## config.mk

```make
export PLATFORM = sky130hd
export DESIGN_NAME = oc_sense
export DESIGN_NICKNAME = d
export VERILOG_FILES = /design/src/rtl/oc_sense.sv
export SDC_FILE = /design/constraint.sdc
export NUM_CORES = 1
export LEC_CHECK = 0
export ABC_AREA = 1
export BUFFER_PORTS_ARGS = -buffer_cell sky130_fd_sc_hd__buf_2
export CAP_MARGIN = 20
export CORE_ASPECT_RATIO = 1.2
export CORE_MARGIN = 5
export CORE_UTILIZATION = 40
export DETAILED_ROUTE_END_ITERATION = 7
export HOLD_SLACK_MARGIN = 0.03
export SLEW_MARGIN = 20
export SYNTH_ARGS = -nofsm -noshare
export SYNTH_HDL_FRONTEND = slang
export SYNTH_SLANG_ARGS = --single-unit
```

## constraint.sdc

```tcl
create_clock -name clk -period 2.83 [get_ports clk]
set_clock_uncertainty 0.1 [all_clocks]
set_input_delay 0.1415 -clock clk [delete_from_list [all_inputs] [get_ports clk]]
set_output_delay 0.1415 -clock clk [all_outputs]
set_load 0.005 [all_outputs]
```

## src/rtl/oc_sense.sv

```systemverilog
// Over-current sense front end: polls a 16-bit-frame serial ADC and debounces the 12-bit result against hysteresis thresholds.
// Define OC_SENSE_PEAK_EN to add the peak-hold register (peak_clr input, peak output).
module oc_sense #(
  parameter int CLK_DIV  = 4,
  parameter int GAP_CYC  = 8,
  parameter int DEBOUNCE = 3
) (
  input  logic        clk,
  input  logic        rst_n,
  input  logic        enable,
  input  logic [11:0] th_high,
  input  logic [11:0] th_low,
  input  logic        adc_miso,
`ifdef OC_SENSE_PEAK_EN
  input  logic        peak_clr,
  output logic [11:0] peak,
`endif
  output logic        adc_cs_n,
  output logic        adc_sclk,
  output logic [11:0] sample,
  output logic        sample_valid,
  output logic        over_current
);

  localparam int CNT_MAX = (CLK_DIV > GAP_CYC) ? CLK_DIV : GAP_CYC;
  localparam int CNT_W   = $clog2(CNT_MAX + 1);
  localparam logic [CNT_W-1:0] DIV_LAST = CNT_W'(CLK_DIV - 1);
  localparam logic [CNT_W-1:0] GAP_LAST = CNT_W'(GAP_CYC - 1);
  // Phases 0..31 are the 16 low/high SCLK halves; phase 32 is the trailing high hold.
  localparam logic [5:0]       PHASE_LAST = 6'd32;
  localparam logic [3:0]       DEB_CNT    = 4'(DEBOUNCE);

  typedef enum logic [2:0] {
    S_IDLE,
    S_SETUP,
    S_SHIFT,
    S_DONE,
    S_GAP
  } state_t;

  state_t           state_reg, state_next;
  logic [CNT_W-1:0] cnt_reg, cnt_next;
  logic [5:0]       phase_reg, phase_next;
  logic             capture;
  logic             cs_n_next, sclk_next;
  logic             idle_clear;

  logic             cs_n_reg, sclk_reg;
  logic [11:0]      shift_reg;
  logic [11:0]      sample_reg;
  logic             sample_valid_reg;
  logic             oc_reg;
  logic [3:0]       hi_cnt_reg, lo_cnt_reg;

  always_ff @(posedge clk or negedge rst_n) begin
    if (!rst_n) begin
      state_reg <= S_IDLE;
      cnt_reg   <= '0;
      phase_reg <= '0;
    end else begin
      state_reg <= state_next;
      cnt_reg   <= cnt_next;
      phase_reg <= phase_next;
    end
  end

  always_comb begin
    state_next = state_reg;
    cnt_next   = cnt_reg;
    phase_next = phase_reg;
    capture    = 1'b0;
    case (state_reg)
      S_IDLE: begin
        if (enable) begin
          state_next = S_SETUP;
          cnt_next   = '0;
        end
      end
      S_SETUP: begin
        if (cnt_reg == DIV_LAST) begin
          state_next = S_SHIFT;
          cnt_next   = '0;
          phase_next = '0;
        end else begin
          cnt_next = cnt_reg + 1'b1;
        end
      end
      S_SHIFT: begin
        if (cnt_reg == DIV_LAST) begin
          cnt_next = '0;
          if (phase_reg == PHASE_LAST) begin
            state_next = S_DONE;
          end else begin
            phase_next = phase_reg + 6'd1;
            // Leaving a low half means SCLK rises on this edge: take the data bit now.
            capture    = ~phase_reg[0];
          end
        end else begin
          cnt_next = cnt_reg + 1'b1;
        end
      end
      S_DONE: begin
        state_next = S_GAP;
        cnt_next   = '0;
      end
      S_GAP: begin
        if (cnt_reg == GAP_LAST) begin
          state_next = enable ? S_SETUP : S_IDLE;
          cnt_next   = '0;
        end else begin
          cnt_next = cnt_reg + 1'b1;
        end
      end
      default: begin
        state_next = S_IDLE;
        cnt_next   = '0;
      end
    endcase

    cs_n_next  = ~((state_next == S_SETUP) || (state_next == S_SHIFT));
    sclk_next  = ~((state_next == S_SHIFT) && (phase_next != PHASE_LAST) && ~phase_next[0]);
    idle_clear = (state_next == S_IDLE) && ~enable;
  end

  always_ff @(posedge clk or negedge rst_n) begin
    if (!rst_n) begin
      cs_n_reg         <= 1'b1;
      sclk_reg         <= 1'b1;
      shift_reg        <= '0;
      sample_reg       <= '0;
      sample_valid_reg <= 1'b0;
    end else begin
      cs_n_reg         <= cs_n_next;
      sclk_reg         <= sclk_next;
      // Only 12 bits are kept; the 4 leading frame bits fall off the top.
      if (capture)
        shift_reg <= {shift_reg[10:0], adc_miso};
      sample_valid_reg <= (state_next == S_DONE);
      if (state_next == S_DONE)
        sample_reg <= shift_reg;
    end
  end

  // Debounced hysteresis detector; evaluated once per strobe using the live thresholds.
  always_ff @(posedge clk or negedge rst_n) begin
    if (!rst_n) begin
      oc_reg     <= 1'b0;
      hi_cnt_reg <= '0;
      lo_cnt_reg <= '0;
    end else if (idle_clear) begin
      oc_reg     <= 1'b0;
      hi_cnt_reg <= '0;
      lo_cnt_reg <= '0;
    end else if (sample_valid_reg) begin
      if (!oc_reg) begin
        lo_cnt_reg <= '0;
        if (sample_reg >= th_high) begin
          if (hi_cnt_reg + 4'd1 == DEB_CNT) begin
            oc_reg     <= 1'b1;
            hi_cnt_reg <= '0;
          end else begin
            hi_cnt_reg <= hi_cnt_reg + 4'd1;
          end
        end else begin
          hi_cnt_reg <= '0;
        end
      end else begin
        hi_cnt_reg <= '0;
        if (sample_reg <= th_low) begin
          if (lo_cnt_reg + 4'd1 == DEB_CNT) begin
            oc_reg     <= 1'b0;
            lo_cnt_reg <= '0;
          end else begin
            lo_cnt_reg <= lo_cnt_reg + 4'd1;
          end
        end else begin
          lo_cnt_reg <= '0;
        end
      end
    end
  end

`ifdef OC_SENSE_PEAK_EN
  logic [11:0] peak_reg;

  // A clear coinciding with a strobe restarts the peak from that sample.
  always_ff @(posedge clk or negedge rst_n) begin
    if (!rst_n)
      peak_reg <= '0;
    else if (peak_clr)
      peak_reg <= sample_valid_reg ? sample_reg : 12'd0;
    else if (sample_valid_reg && (sample_reg > peak_reg))
      peak_reg <= sample_reg;
  end

  assign peak = peak_reg;
`endif

  assign adc_cs_n     = cs_n_reg;
  assign adc_sclk     = sclk_reg;
  assign sample       = sample_reg;
  assign sample_valid = sample_valid_reg;
  assign over_current = oc_reg;

endmodule

```

After elaboration in Yosys (flattened, before gate mapping)

Index checks and enable logic that the tools add are counted.

Bits in registers: 49
Input port bits: 28
Output and inout port bits: 16
Logic and storage cells: 79

$add $sub $neg: 4
$lt $le $gt $ge: 2
Eq/ne operators: 14
Mux-type cells: 35
Bitwise operators: 5
Reductions and logical operators: 8

Operators by type and width:

| kind                                                             | number |
|---|---|
| 4-bit two-way mux                                                | 13 |
| 6-bit two-way mux                                                | 3 |
| 3-bit two-way mux                                                | 5 |
| 3-bit one-hot mux with 5 select lines                            | 1 |
| 4-bit by 1-bit adder with 4-bit output (second input constant)   | 3 |
| 3-bit by 2-bit == test with 1-bit output (second input constant) | 4 |
| 4-bit by 2-bit == test with 1-bit output (second input constant) | 3 |
| 12-bit greater-or-equal comparator                               | 1 |
| 12-bit less-or-equal comparator                                  | 1 |
| 4-bit one-hot mux with 3 select lines                            | 1 |
| 6-bit one-hot mux with 2 select lines                            | 1 |
| 1-bit two-way mux                                                | 11 |
| 6-bit by 1-bit adder with 6-bit output (second input constant)   | 1 |
| 3-bit by 1-bit == test with 1-bit output (second input constant) | 2 |
| 6-bit == test (second input constant)                            | 1 |
| 3-bit logical NOT                                                | 2 |
| 6-bit inequality test (second input constant)                    | 1 |
| 1-bit inverter                                                   | 5 |
| 4-bit by 3-bit == test with 1-bit output (second input constant) | 1 |
| 3-bit == test (second input constant)                            | 1 |
| 1-bit logical AND                                                | 3 |
| 2-bit inequality test (second input constant)                    | 1 |
| 2-bit nonzero test                                               | 1 |
| 2-bit OR reduction                                               | 1 |
| 1-bit logical OR                                                 | 1 |

Logic depth before layout (Yosys ltp)

Gate-level depths: netlist (run 1).

Depth in word-level cells: 8
Depth in mapped cells: 13
Depth with buffers taken out: 13

Least setup slack after synthesis (run 1)

No wires, ideal clock.

Path kind: reg-to-reg
Start point: register cnt_reg[0]
End point: register hi_cnt_reg[1]
Setup time: 0.119 ns
Data arrival time: 1.455 ns
Data required time: 2.611 ns
Path slack: 1.156 ns
Stages on the path, launching flop included: 11
Buffers on the path: 1
Clock period less this slack: 1.674 ns
Path through: dfrtp_1 > ha_1 > nand3_4 > nor2_8 > nand2_4 > nand3_4 > nor2_4 > nand2_4 > buf_6 > nand4_1 > nand2_1

Cells in the longest elaborated chain, start to end: 6
Elaborated cells on any way between the ends: 10
Classes of those cells: eq/ne (2); mux (5); reduce/logical (3)

RTL lines:

| what                                                                                                        | RTL line    | RTL |
|---|---|---|
| start, declared                                                                                             | 42          | `logic [CNT_W-1:0] cnt_reg, cnt_next;` |
| start signal, assigned                                                                                      | 62          | `cnt_reg <= cnt_next;` |
| 4-bit by 3-bit == test with 1-bit output / 4-bit by 2-bit == test with 1-bit output (equally long branches) | 107, 80, 89 |  |
| 3-bit two-way mux (on tied branches)                                                                        | 107, 80, 89 |  |
| 3-bit one-hot mux with 5 select lines (*)                                                                   | 72          | `case (state_reg)` |
| named net state_next[0]                                                                                     | 41          | `state_t state_reg, state_next;` |
| 3-bit logical NOT (*)                                                                                       | 122         | `idle_clear = (state_next == S_IDLE) && ~enable;` |
| 1-bit logical AND (*)                                                                                       | 122         |  |
| 4-bit two-way mux / 2-bit nonzero test (equally long branches)                                              | n/a         |  |
| end signal, assigned                                                                                        | 162         | `hi_cnt_reg <= hi_cnt_reg + 4'd1;` |
| end, declared                                                                                               | 53          | `logic [3:0] hi_cnt_reg, lo_cnt_reg;` |

The timed path passes the listed nets; every way through them passes the cells marked *.
A chain may end at the register's enable or synchronous reset.

Worst setup path after layout (run 1)

Start point: register phase_reg[0]
End point: register shift_reg[5]

Cells in the longest elaborated chain, start to end: 4
Elaborated cells on any way between the ends: 5
Classes of those cells: eq/ne (1); mux (3); bitwise (1)

RTL lines:

| what                                                   | RTL line | RTL |
|---|---|---|
| start, declared                                        | 43       | `logic [5:0] phase_reg, phase_next;` |
| start signal, assigned                                 | 63       | `phase_reg <= phase_next;` |
| 6-bit == test / 1-bit inverter (equally long branches) | 91, 96   |  |
| 1-bit two-way mux (*)                                  | 91       | `if (phase_reg == PHASE_LAST) begin` |
| 1-bit two-way mux (*)                                  | 89       | `if (cnt_reg == DIV_LAST) begin` |
| 1-bit two-way mux (*)                                  | 72       |  |
| end signal, assigned                                   | 137      | `shift_reg <= {shift_reg[10:0], adc_miso};` |
| end, declared                                          | 49       | `logic [11:0] shift_reg;` |

Mark *: on every way between the ends. The rest lies on a longest branch, timed or not.

==> impl_results.md, run 1 <==
* Total track usage at 0.129
* WL final at a little under 6000 µm
* Synth Register Bits at 49
* Required time of the critical path at 2.88 ns
* Critical Path Source Type: flop
* DR vias at between 2,000 and 2,500
* CTS tree: done
* Worst-path fanout max at 24
* Slew headroom at 0.556
* Root buffer cell: clkbuf_8
* Global-route wire length before repair at 10,400 µm
* Share of Yosys cell area claimed by the top area cell type at 0.384
* Final Cycle Share at 0.682
* Met1 usage at 0.157
* Synth area leader: dfrtp_1
* Filler cells at 767
* Synth Instances at 379
* Via/cell ratio at approximately 4.8
* Starting density of the core at 0.404
* Setup Viol. Count Final at 0
* Nets@finish at 487
* Asr flop ratio synth at 1.00
* Final hold slack at between 0.06 and 0.07 ns
* Kind of critical path: flop to flop
* Leak Pwr at 1.98 nW
* Worst path arrival time at 1.99 ns
* Pin count of the biggest net entering global routing at 31
* Highest clock rate at 518 MHz
* Multi-input gate area at around 1500 µm²
* EDFF count, synth at 0
* Max Cap Viol at 0
* Outcome: finished clean
* Total power at 1.19 mW
* H-tree levels at 2
* Die Footprint at 9510 µm²
* Commonest register cell after synthesis: dfrtp_1
* Met2 global-route usage at 0.229
* Area growth syn-to-layout at 13.8%
* Fraction of layout cells with a size suffix above 1 at 0.164
* Rows at 35
* PostCTS Resize Cnt at 0
* Remaining Overflow, GRT at 0
* Unrepaired setup endpoints after global routing: false
* Pre-CTS WS at 0.906 ns
* # clock sinks at slightly below 50
* Top cells by count, synth: 83 x nand2_1, 71 x inv_1, 47 x dfrtp_1, 32 x ha_1, 28 x nand3_1
* Clock slew at reported path FFs at 0.09 ns
* Top cells by area, synth: dfrtp_1 38%, ha_1 13%, nand2_1 10%, inv_1 8.7%, nand3_1 4.6%
* Post-route antenna net violation count at 0
* Worst ir drop on vdd at around 200 µV
* PortBufs at 43
* Initial antenna violation count at 0
* Net Count, Synth at 439
* Worst setup margin at 0.899 ns
* Slew Viols, Final at 0
* DR iter-0 viols at between 90 and 100
* GR met3 Demand/Resource at 0.0286
* Setup TNS at 0 ns
* Vert. Die Dim at 106 µm
* Final min period at 1.93 ns
* Die W at 89.9 µm
* Number of global-route vias before repair at 2,356
* Seq/Total Area, Yosys at 0.401
* Setup crit end kind: flop
* Mean area per synthesized cell at 8.08 µm²
* Post-route DRC at 0
* Seq. cell area at 1230 µm²
* Post-cts hold buffer count at 2
* # Post-CTS Setup Buffers at 0
* Fin. Hold Viols at 0
* First-pass iteration count of the detailed router at 4
* Num CTS Buffers at 5
* Core area at 7580 µm²
* I/O Pins at 44
* Worst-margin pin slew at 0.666 ns
* Antenna cell count at 0
* Pwr/cell area at 340 nW/µm²
* Post-Syn Area at ~3100 µm²
* Distinct cell type count after synthesis at 38
* GRT busiest layer: met2
* WL/cell at ~11 µm
* Final RePlAce weighted congestion at 0.869
* Hold Crit Class: input pin to flop
* CTS Buffer Depth at 2
* Clk_lat worst skew at roughly 0.30 ns
* Number of synthesis warnings at 0
* Detailed placement HPWL at 4780 µm
* Top-count cell post-synth: nand2_1
==> power breakdown <==
group	total (mW)	switching [mW]	internal, mW
combinational	0.0731	0.0419	0.0312
sequential	0.706	0.00194	0.704
clock	0.407	0.233	0.174
==> cell type report <==
type	count	area share
multi-input cells	251	0.439
well taps	92	0.0330
flip-flops and latches	49	0.353
clock buffers	6	0.0208
inverters	73	0.0787
clock inverters	2	0.00431
repair buffers	47	0.0718
==> worst max-delay path, cell delays in order, from the launching register on <==
cell     delay [ns]
dfrtp_1        0.40
inv_1          0.11
ha_1           0.18
nand4_1        0.14
ha_1           0.21
nand2_1        0.47
o21ai_0        0.17
==> metrics by stage <==
| stage | util | cells | instance area, µm² |
|---|---|---|---|
| floorplan | - | 379 | 3060 |
| global placement | 0.446 | 510 | 3380 |
| detailed placement | 0.446 | 510 | 3380 |
| CTS | 0.460 | 520 | 3480 |
| global route | 0.460 | 520 | 3480 |
| finish | 0.460 | 520 | 3480 |
==> routing by layer <==
| layer | vias to the layer above | share of wire |
|---|---|---|
| li1 | 1302 | - |
| met1 | 1132 | 0.46 |
| met2 | 37 | 0.49 |
| met3 | 6 | 0.037 |
| met4 | 0 | 0.011 |
| met5 | - | 0 |
==> placed cells by master (no fill, tap or decap), types with 6 or more instances in the layout <==
| cell | n |
|---|---|
| buf_2 | 43 |
| nand2_1 | 83 |
| nand4_1 | 6 |
| a21oi_1 | 13 |
| nand3_1 | 28 |
| ha_1 | 32 |
| dfrtp_1 | 47 |
| o21ai_0 | 24 |
| nor2_1 | 21 |
| inv_1 | 71 |
==> cells by family (layout without fill, tap and decap cells) <==
| group | Yosys count | in the layout | share of synthesized area |
|---|---|---|---|
| fa+ha+maj | 32 | 32 | 0.131 |
| xor+xnor | 8 | 8 | 0.0229 |
| simple gates | 156 | 156 | 0.240 |
| flops | 49 | 49 | 0.401 |
| mux | 1 | 1 | 0.00327 |
| compound gates | 54 | 54 | 0.102 |
| buf+inv | 79 | 128 | 0.0997 |
==> path summary, 6_finish.rpt <==
kind | start | depth (start not counted) | slack (ns) | end
setup / recovery | phase_reg[0] | 6 | 0.90 | shift_reg[5]
hold / removal | enable | 4 | 0.07 | cnt_reg[1]
setup reg to reg | phase_reg[0] | 6 | 0.90 | shift_reg[5]
hold reg to reg | shift_reg[11] | 2 | 0.38 | sample[11]
max in group asynchronous | rst_n | 3 | 1.63 | adc_sclk
min in group asynchronous | rst_n | 2 | 0.30 | sample[4]
Power figures use the tool's default switching activity.
==> run 2, diff against run 1 <==
--- a/config.mk
+++ b/config.mk
@@ -5,7 +5,7 @@
 export SDC_FILE = /design/constraint.sdc
 export NUM_CORES = 1
 export LEC_CHECK = 0
-export ABC_AREA = 1
+export ABC_AREA = 0
 export BUFFER_PORTS_ARGS = -buffer_cell sky130_fd_sc_hd__buf_2
 export CAP_MARGIN = 20
 export CORE_ASPECT_RATIO = 1.2
==> constraint.sdc (replaced) <==
create_clock -name clk -period 1.9 [get_ports clk]
set_clock_uncertainty 0.1 [all_clocks]
set_input_delay 0.095 -clock clk [delete_from_list [all_inputs] [get_ports clk]]
set_output_delay 0.095 -clock clk [all_outputs]
set_load 0.005 [all_outputs]
==> impl_results.md, run 2 <==
* Die Footprint at 9470 µm² (-0.44%)
* Num CTS Buffers at 5 (unchanged)
* Post-placement cell area at 3650 µm² (+8.3%)
* WL/cell at 15.5 µm (+36%)
* H-tree levels at 2 (unchanged)
* Detailed placement HPWL at 5270 µm (+10%)
* Setup Viol. Count Final at 33 (+33)
* CTS Buffer Depth at 2 (unchanged)
* Mean area per synthesized cell at 10.3 µm² (+28%)
* Commonest non-fill, non-tap cell in the layout: buf_4
* Worst path arrival time at 2.30 ns (+0.31 ns)
* Antenna cell count at 0 (unchanged)
* Outcome: finished, violations left
* I/O Pins at 44 (unchanged)
* Worst-margin pin slew at 0.636 ns (-0.0301 ns)
* Commonest register cell after synthesis: dfrtp_1
* Nets@finish at 458 (-6.0%)
* DR iter-0 viols at 79 (-20%)
* Fin area at 4270 µm² (+23%)
* Leak Pwr at 2.15 nW (+8.8%)
* First-pass iteration count of the detailed router at 4 (unchanged)
* Worst-path fanout max at 2 (-92%)
* Required time of the critical path at 2.03 ns (-0.85 ns)
* Die W at 89.7 µm (-0.22%)
* EDFF count, synth at 0 (unchanged)
* Remaining Overflow, GRT at 0 (unchanged)
* Final RePlAce weighted congestion at 0.814 (-6.4%)
* Setup TNS at -2.85 ns (-2.85 ns)
* Top cells by area, synth: dfrtp_1 39%, ha_1 13%, mux2_2 6.3%, inv_1 4.1%, mux2_4 3.0%
* Kind of critical path: flop to flop
* Worst reg2reg path startpoint: phase_reg[0]
* Net Count, Synth at 355 (-19%)
* Worst setup margin at -0.264 ns (-1.16 ns)
* Share of Yosys cell area claimed by the top area cell type at 0.386 (+0.00189)
* Worst Hold Path EP: cnt_reg[0]
* Hold path startpoint: enable
* WL final at 7600 µm (+28%)
* Vert. Die Dim at 106 µm (-0.22%)
* R2r setup slk at -0.26 ns (-1.16 ns)
* PortBufs at 43 (unchanged)
* Via/cell ratio at 5.27 (+11%)
* Final Cycle Share at 1.14 (+0.456)
* Synth Register Bits at 49 (unchanged)
* Setup crit end kind: flop
* Post-route DRC at 0 (unchanged)
* Critical Path Source Type: flop
* Distinct cell type count after synthesis at 58 (+53%)
* Final min period at 2.16 ns (+0.233 ns)
* Max Cap Viol at 0 (unchanged)
* Most frequent cells in the layout: 53 x buf_4, 45 x dfrtp_1, 43 x buf_2
* Pin count of the biggest net entering global routing at 50 (+61%)
* Initial antenna violation count at 0 (unchanged)
* Core area at 7360 µm² (-2.9%)
* DR vias at 2,576 (+4.0%)
* Number of synthesis warnings at 0 (unchanged)
* Worst hold stages at 4 (unchanged)
* Final hold slack at 0.0599 ns (-0.00592 ns)
* Slew Viols, Final at 0 (unchanged)
* Root buffer cell: clkbuf_8
* Fraction of layout cells with a size suffix above 1 at 0.471 (+0.308)
* Area growth syn-to-layout at 40.2%
* Synth area leader: dfrtp_1
* Rows at 34 (-2.9%)
* Pwr/cell area at 415 nW/µm² (+22%)
* Starting density of the core at 0.414 (+0.00985)
* Hold Crit Class: input pin to flop
* Highest clock rate at 462 MHz (-11%)
* Filler cells at 635 (-17%)
* Worst ir drop on vdd at 293 µV (+45%)
* # clock sinks at 49 (unchanged)
* Seq/Total Area, Yosys at 0.403 (+0.00198)
* Post-route antenna net violation count at 0 (unchanged)
* Number of global-route vias before repair at 2,616 (+11%)
* Top cells by count, synth: 47 x dfrtp_1, 33 x inv_1, 32 x ha_1, 18 x nand2_1
* Global-route wire length before repair at 12,000 µm (+15%)
* Fin. Hold Viols at 0 (unchanged)
* Asr flop ratio synth at 1.00 (unchanged)
* Clock slew at reported path FFs at 0.08 ns (about the same)
* Synth Instances at 295 (-22%)
* Clk_lat worst skew at 0.30 ns (about the same)
* Post-Syn Area at 3050 µm² (-0.49%)
* Unrepaired setup endpoints after global routing: true
* Failing checks: setup timing
* Worst reg2reg path endpoint: adc_sclk
* Total track usage at 0.162 (+0.0326)
* CTS tree: done
* Top-count cell post-synth: dfrtp_1
* Worst r2r path cells at 11 (+5)
* Slew headroom at 0.576 (+0.0201)
-- run 2: critical path, cell delays in order, from the launching register on --
cell       delay [ns]
dfrtp_1          0.39
inv_2            0.09
ha_4             0.13
nor4bb_4         0.26
nand2b_4         0.10
ha_4             0.27
nor2b_2          0.04
a2bb2oi_2        0.15
nor2_2           0.05
nor4b_2          0.21
o211ai_1         0.13
a31o_1           0.20
-- run 2: timing repair --
| item | 4_1_cts | 5_1_grt |
|---|---|---|
| setup endpoints to repair | 37 | 39 |
| hold buffers | 2 | 0 |
| cloned | 1 | 0 |
| setup buffers | 17 | 5 |
| pin swaps | 22 | 9 |
| hold endpoints to repair | 48 | 0 |
| resized for setup | 46 | 23 |
-- run 2: power breakdown --
| group | switching [mW] | leakage, nW | internal [mW] |
|---|---|---|---|
| Clock | 0.332 | 0.0422 | 0.259 |
| Sequential | 0.00612 | 0.627 | 1.05 |
| Combinational | 0.0668 | 1.48 | 0.0584 |
-- run 2: per-stage QoR --
stage                     cells  total power [mW]  utilization  setup WS [ns]
after floorplan             295              1.12            -         -0.273
after global placement      460              1.18        0.497         -0.230
after detailed placement    460              1.18        0.497         -0.337
after CTS                   486              1.80        0.565         -0.259
after global routing        489              1.86        0.580         -0.373
final                       489              1.77        0.580         -0.264
-- run 2: worst max-delay path by stage --
stage,cells past startpoint,start,endpoint,slack [ns]
CTS,11,phase_reg[1],adc_sclk,-0.26
finish,11,phase_reg[0],adc_sclk,-0.26
global placement,11,phase_reg[0],adc_sclk,-0.23
floorplan,11,phase_reg[0],adc_sclk,-0.27
global route,11,phase_reg[0],adc_sclk,-0.37
detailed placement,11,phase_reg[0],adc_sclk,-0.34
-- run 2: cells by family (layout without fill, tap and decap cells) --
| family | after synthesis | after routing | synth area share |
|---|---|---|---|
| AOI/OAI and AO/OA | 65 | 65 | 0.143 |
| xor gates and xnor gates | 7 | 7 | 0.0201 |
| adders and majority gates | 32 | 32 | 0.131 |
| buffers and inverters | 42 | 145 | 0.0624 |
| DFF | 49 | 49 | 0.403 |
| muxes | 23 | 23 | 0.0924 |
| and+or+nand+nor | 77 | 78 | 0.147 |
-- run 2: layout make-up --
type / count / area, µm² / area share
clock buffers: 7 / 76.3 / 0.0179
clock inverters: 1 / 5.00 / 0.00117
inverters: 33 / 124 / 0.0290
multi-input cells: 205 / 2010 / 0.471
flip-flops and latches: 49 / 1230 / 0.288
well taps: 90 / 113 / 0.0264
repair buffers: 104 / 709 / 0.166
-- run 2: per-layer routing --
layer  GRT usage  wire length [µm]
met1       0.185              3120
met3      0.0273               252
met5           0                 0
met2       0.299              4090
met4      0.0447               133
==> run 3, diff against run 2 <==
--- a/config.mk
+++ b/config.mk
@@ -13,6 +13,7 @@
 export CORE_UTILIZATION = 40
 export DETAILED_ROUTE_END_ITERATION = 7
 export HOLD_SLACK_MARGIN = 0.03
+export REMOVE_ABC_BUFFERS = 1
 export SLEW_MARGIN = 20
 export SYNTH_ARGS = -nofsm -noshare
 export SYNTH_HDL_FRONTEND = slang
==> impl_results.md, run 3 (synthesis results as in run 2) <==
* I/O Pins at 44 (unchanged)
* Leak Pwr at 2.27 nW (+5.2%)
* Slew headroom at 0.686 (+0.110)
* Multi-input gate area at 1930 µm² (-3.9%)
* Area growth syn-to-layout at 44.1%
* Final hold slack at 0.0490 ns (-0.0109 ns)
* Antenna cell count at 0 (unchanged)
* Final Cycle Share at 1.19 (+0.0532)
* Nets@finish at 473 (+3.3%)
* # clock sinks at 49 (unchanged)
* Detailed placement HPWL at 5230 µm (-0.76%)
* CTS Buffer Depth at 2 (unchanged)
* H-tree levels at 2 (unchanged)
* Rows at 34 (unchanged)
* First-pass iteration count of the detailed router at 4 (unchanged)
* Final min period at 2.27 ns (+0.101 ns)
* Worst setup margin at -0.365 ns (-0.101 ns)
* Outcome: finished, violations left
* Hold Crit Class: input pin to flop
* Final RePlAce weighted congestion at 0.804 (-1.2%)
* DR vias at 2,633 (+2.2%)
* PortBufs at 43 (unchanged)
* Unrepaired setup endpoints after global routing: true
* Pwr/cell area at 448 nW/µm² (+8.0%)
* Critical Path Source Type: flop
* Num CTS Buffers at 5 (unchanged)
* Worst path arrival time at 2.41 ns (+0.11 ns)
* Pre-CTS WS at -0.466 ns (-0.129 ns)
* Setup TNS at -2.32 ns (+0.536 ns)
* Filler cells at 603 (-5.0%)
* Die Footprint at 9470 µm² (unchanged)
* Failing checks: setup timing
* Most frequent cells in the layout: 64 x buf_4, 46 x dfrtp_1, 43 x buf_2
* Worst-margin pin slew at 0.471 ns (-0.165 ns)
* Max Cap Viol at 0 (unchanged)
* Setup Viol. Count Final at 24 (-27%)
* Post-layout util at 0.597 (+0.0163)
* Highest clock rate at 441 MHz (-4.5%)
* Worst ir drop on vdd at 254 µV (-13%)
* Core area at 7360 µm² (unchanged)
* Via/cell ratio at 5.22 (-0.83%)
* Remaining Overflow, GRT at 0 (unchanged)
* Vert. Die Dim at 106 µm (unchanged)
* Initial antenna violation count at 0 (unchanged)
* Fraction of layout cells with a size suffix above 1 at 0.481 (+0.00950)
* WL final at 7510 µm (-1.1%)
* Seq. cell area at 1230 µm² (-0.10%)
* Post-route DRC at 0 (unchanged)
* Fin. Hold Viols at 0 (unchanged)
* Slew Viols, Final at 0 (unchanged)
* Setup crit end kind: flop
* Clock slew at reported path FFs at 0.09 ns (about the same)
* Pin count of the biggest net entering global routing at 34 (-32%)
* Number of global-route vias before repair at 2,719 (+3.9%)
* Global-route wire length before repair at 12,200 µm (+2.1%)
* Root buffer cell: clkbuf_8
* Required time of the critical path at 2.04 ns (about the same)
* Post-route antenna net violation count at 0 (unchanged)
* Total track usage at 0.161 (-0.000793)
* Commonest non-fill, non-tap cell in the layout: buf_4
* DR iter-0 viols at 77 (-2.5%)
* Kind of critical path: flop to flop
* Worst-path fanout max at 2 (unchanged)
* Die W at 89.7 µm (unchanged)
* Starting density of the core at 0.414 (unchanged)
* CTS tree: done
* Clk_lat worst skew at 0.31 ns (about the same)
* WL/cell at 14.9 µm (-4.1%)
-- run 3: changes by cell type in the layout (fill, tap and decap cells not counted), sizes merged --
| cell | previous run | this run |
|---|---|---|
| clkinvlp | 0 | 1 |
| buf | 102 | 118 |
| nand2 | 20 | 19 |
| clkbuf | 7 | 6 |
| bufinv | 0 | 1 |
| clkinv | 1 | 0 |
-- run 3: metrics by stage --
| stage | instances | power [mW] | instance area, µm² |
|---|---|---|---|
| 2_1_floorplan | 286 | 1.12 | 2980 |
| 3_5_place_dp | 473 | 1.19 | 3740 |
| 3_3_place_gp | 473 | 1.18 | 3740 |
| 6_report | 504 | 1.97 | 4390 |
| 5_1_grt | 504 | 2.06 | 4390 |
| 4_1_cts | 495 | 1.99 | 4200 |
-- run 3: report_power, final --
part	internal (mW)	total [mW]	switching [mW]
clock network	0.428	0.781	0.352
logic	0.0635	0.131	0.0675
registers	1.05	1.06	0.00593
total	1.54	1.97	0.426
-- run 3: layer usage --
| metal | share of wire | global-route usage | vias to the layer above |
|---|---|---|---|
| li1 | - | - | 1305 |
| met4 | 0.014 | 0.0351 | 0 |
| met1 | 0.41 | 0.194 | 1279 |
| met3 | 0.029 | 0.0234 | 12 |
| met2 | 0.55 | 0.295 | 37 |
| met5 | 0 | 0 | - |
-- run 3: path summary, 6_finish.rpt --
check,start,end,slack (ns),cells after the start
worst max-delay path,phase_reg[0],adc_sclk,-0.37,11
worst min-delay path,enable,cnt_reg[0],0.05,4
worst max register to register,phase_reg[0],adc_sclk,-0.37,11
worst min register to register,shift_reg[11],sample[11],0.41,1
max in group asynchronous,rst_n,adc_cs_n,0.94,3
min in group asynchronous,rst_n,phase_reg[2],0.17,2
-- run 3: critical path, stage by stage (launching register included) --
cell and delay, ns:
dfrtp_1 0.40, inv_2 0.08, ha_4 0.12, nor4bb_4 0.21, nand2b_1 0.15, ha_4 0.30, nor2b_2 0.04, a2bb2oi_2 0.19
nor2_2 0.06, nor4b_2 0.22, o211ai_1 0.14, a31o_1 0.20
-- run 3: final cells by class --
type	count	share of cell area
clock buffer	6	0.0188
timing repair buffer	120	0.198
sequential	49	0.280
inverter	33	0.0282
clock inverter	2	0.00855
tap	90	0.0256
multi-input combinational	204	0.441
-- run 3: what timing repair did --
action / in CTS / in global routing
pin swaps: 25 / 17
endpoints found under the hold margin: 42 / 0
hold buffers: 2 / 0
gates resized for setup: 44 / 29
endpoints found under the setup margin: 38 / 40
buffers inserted: 14 / 9
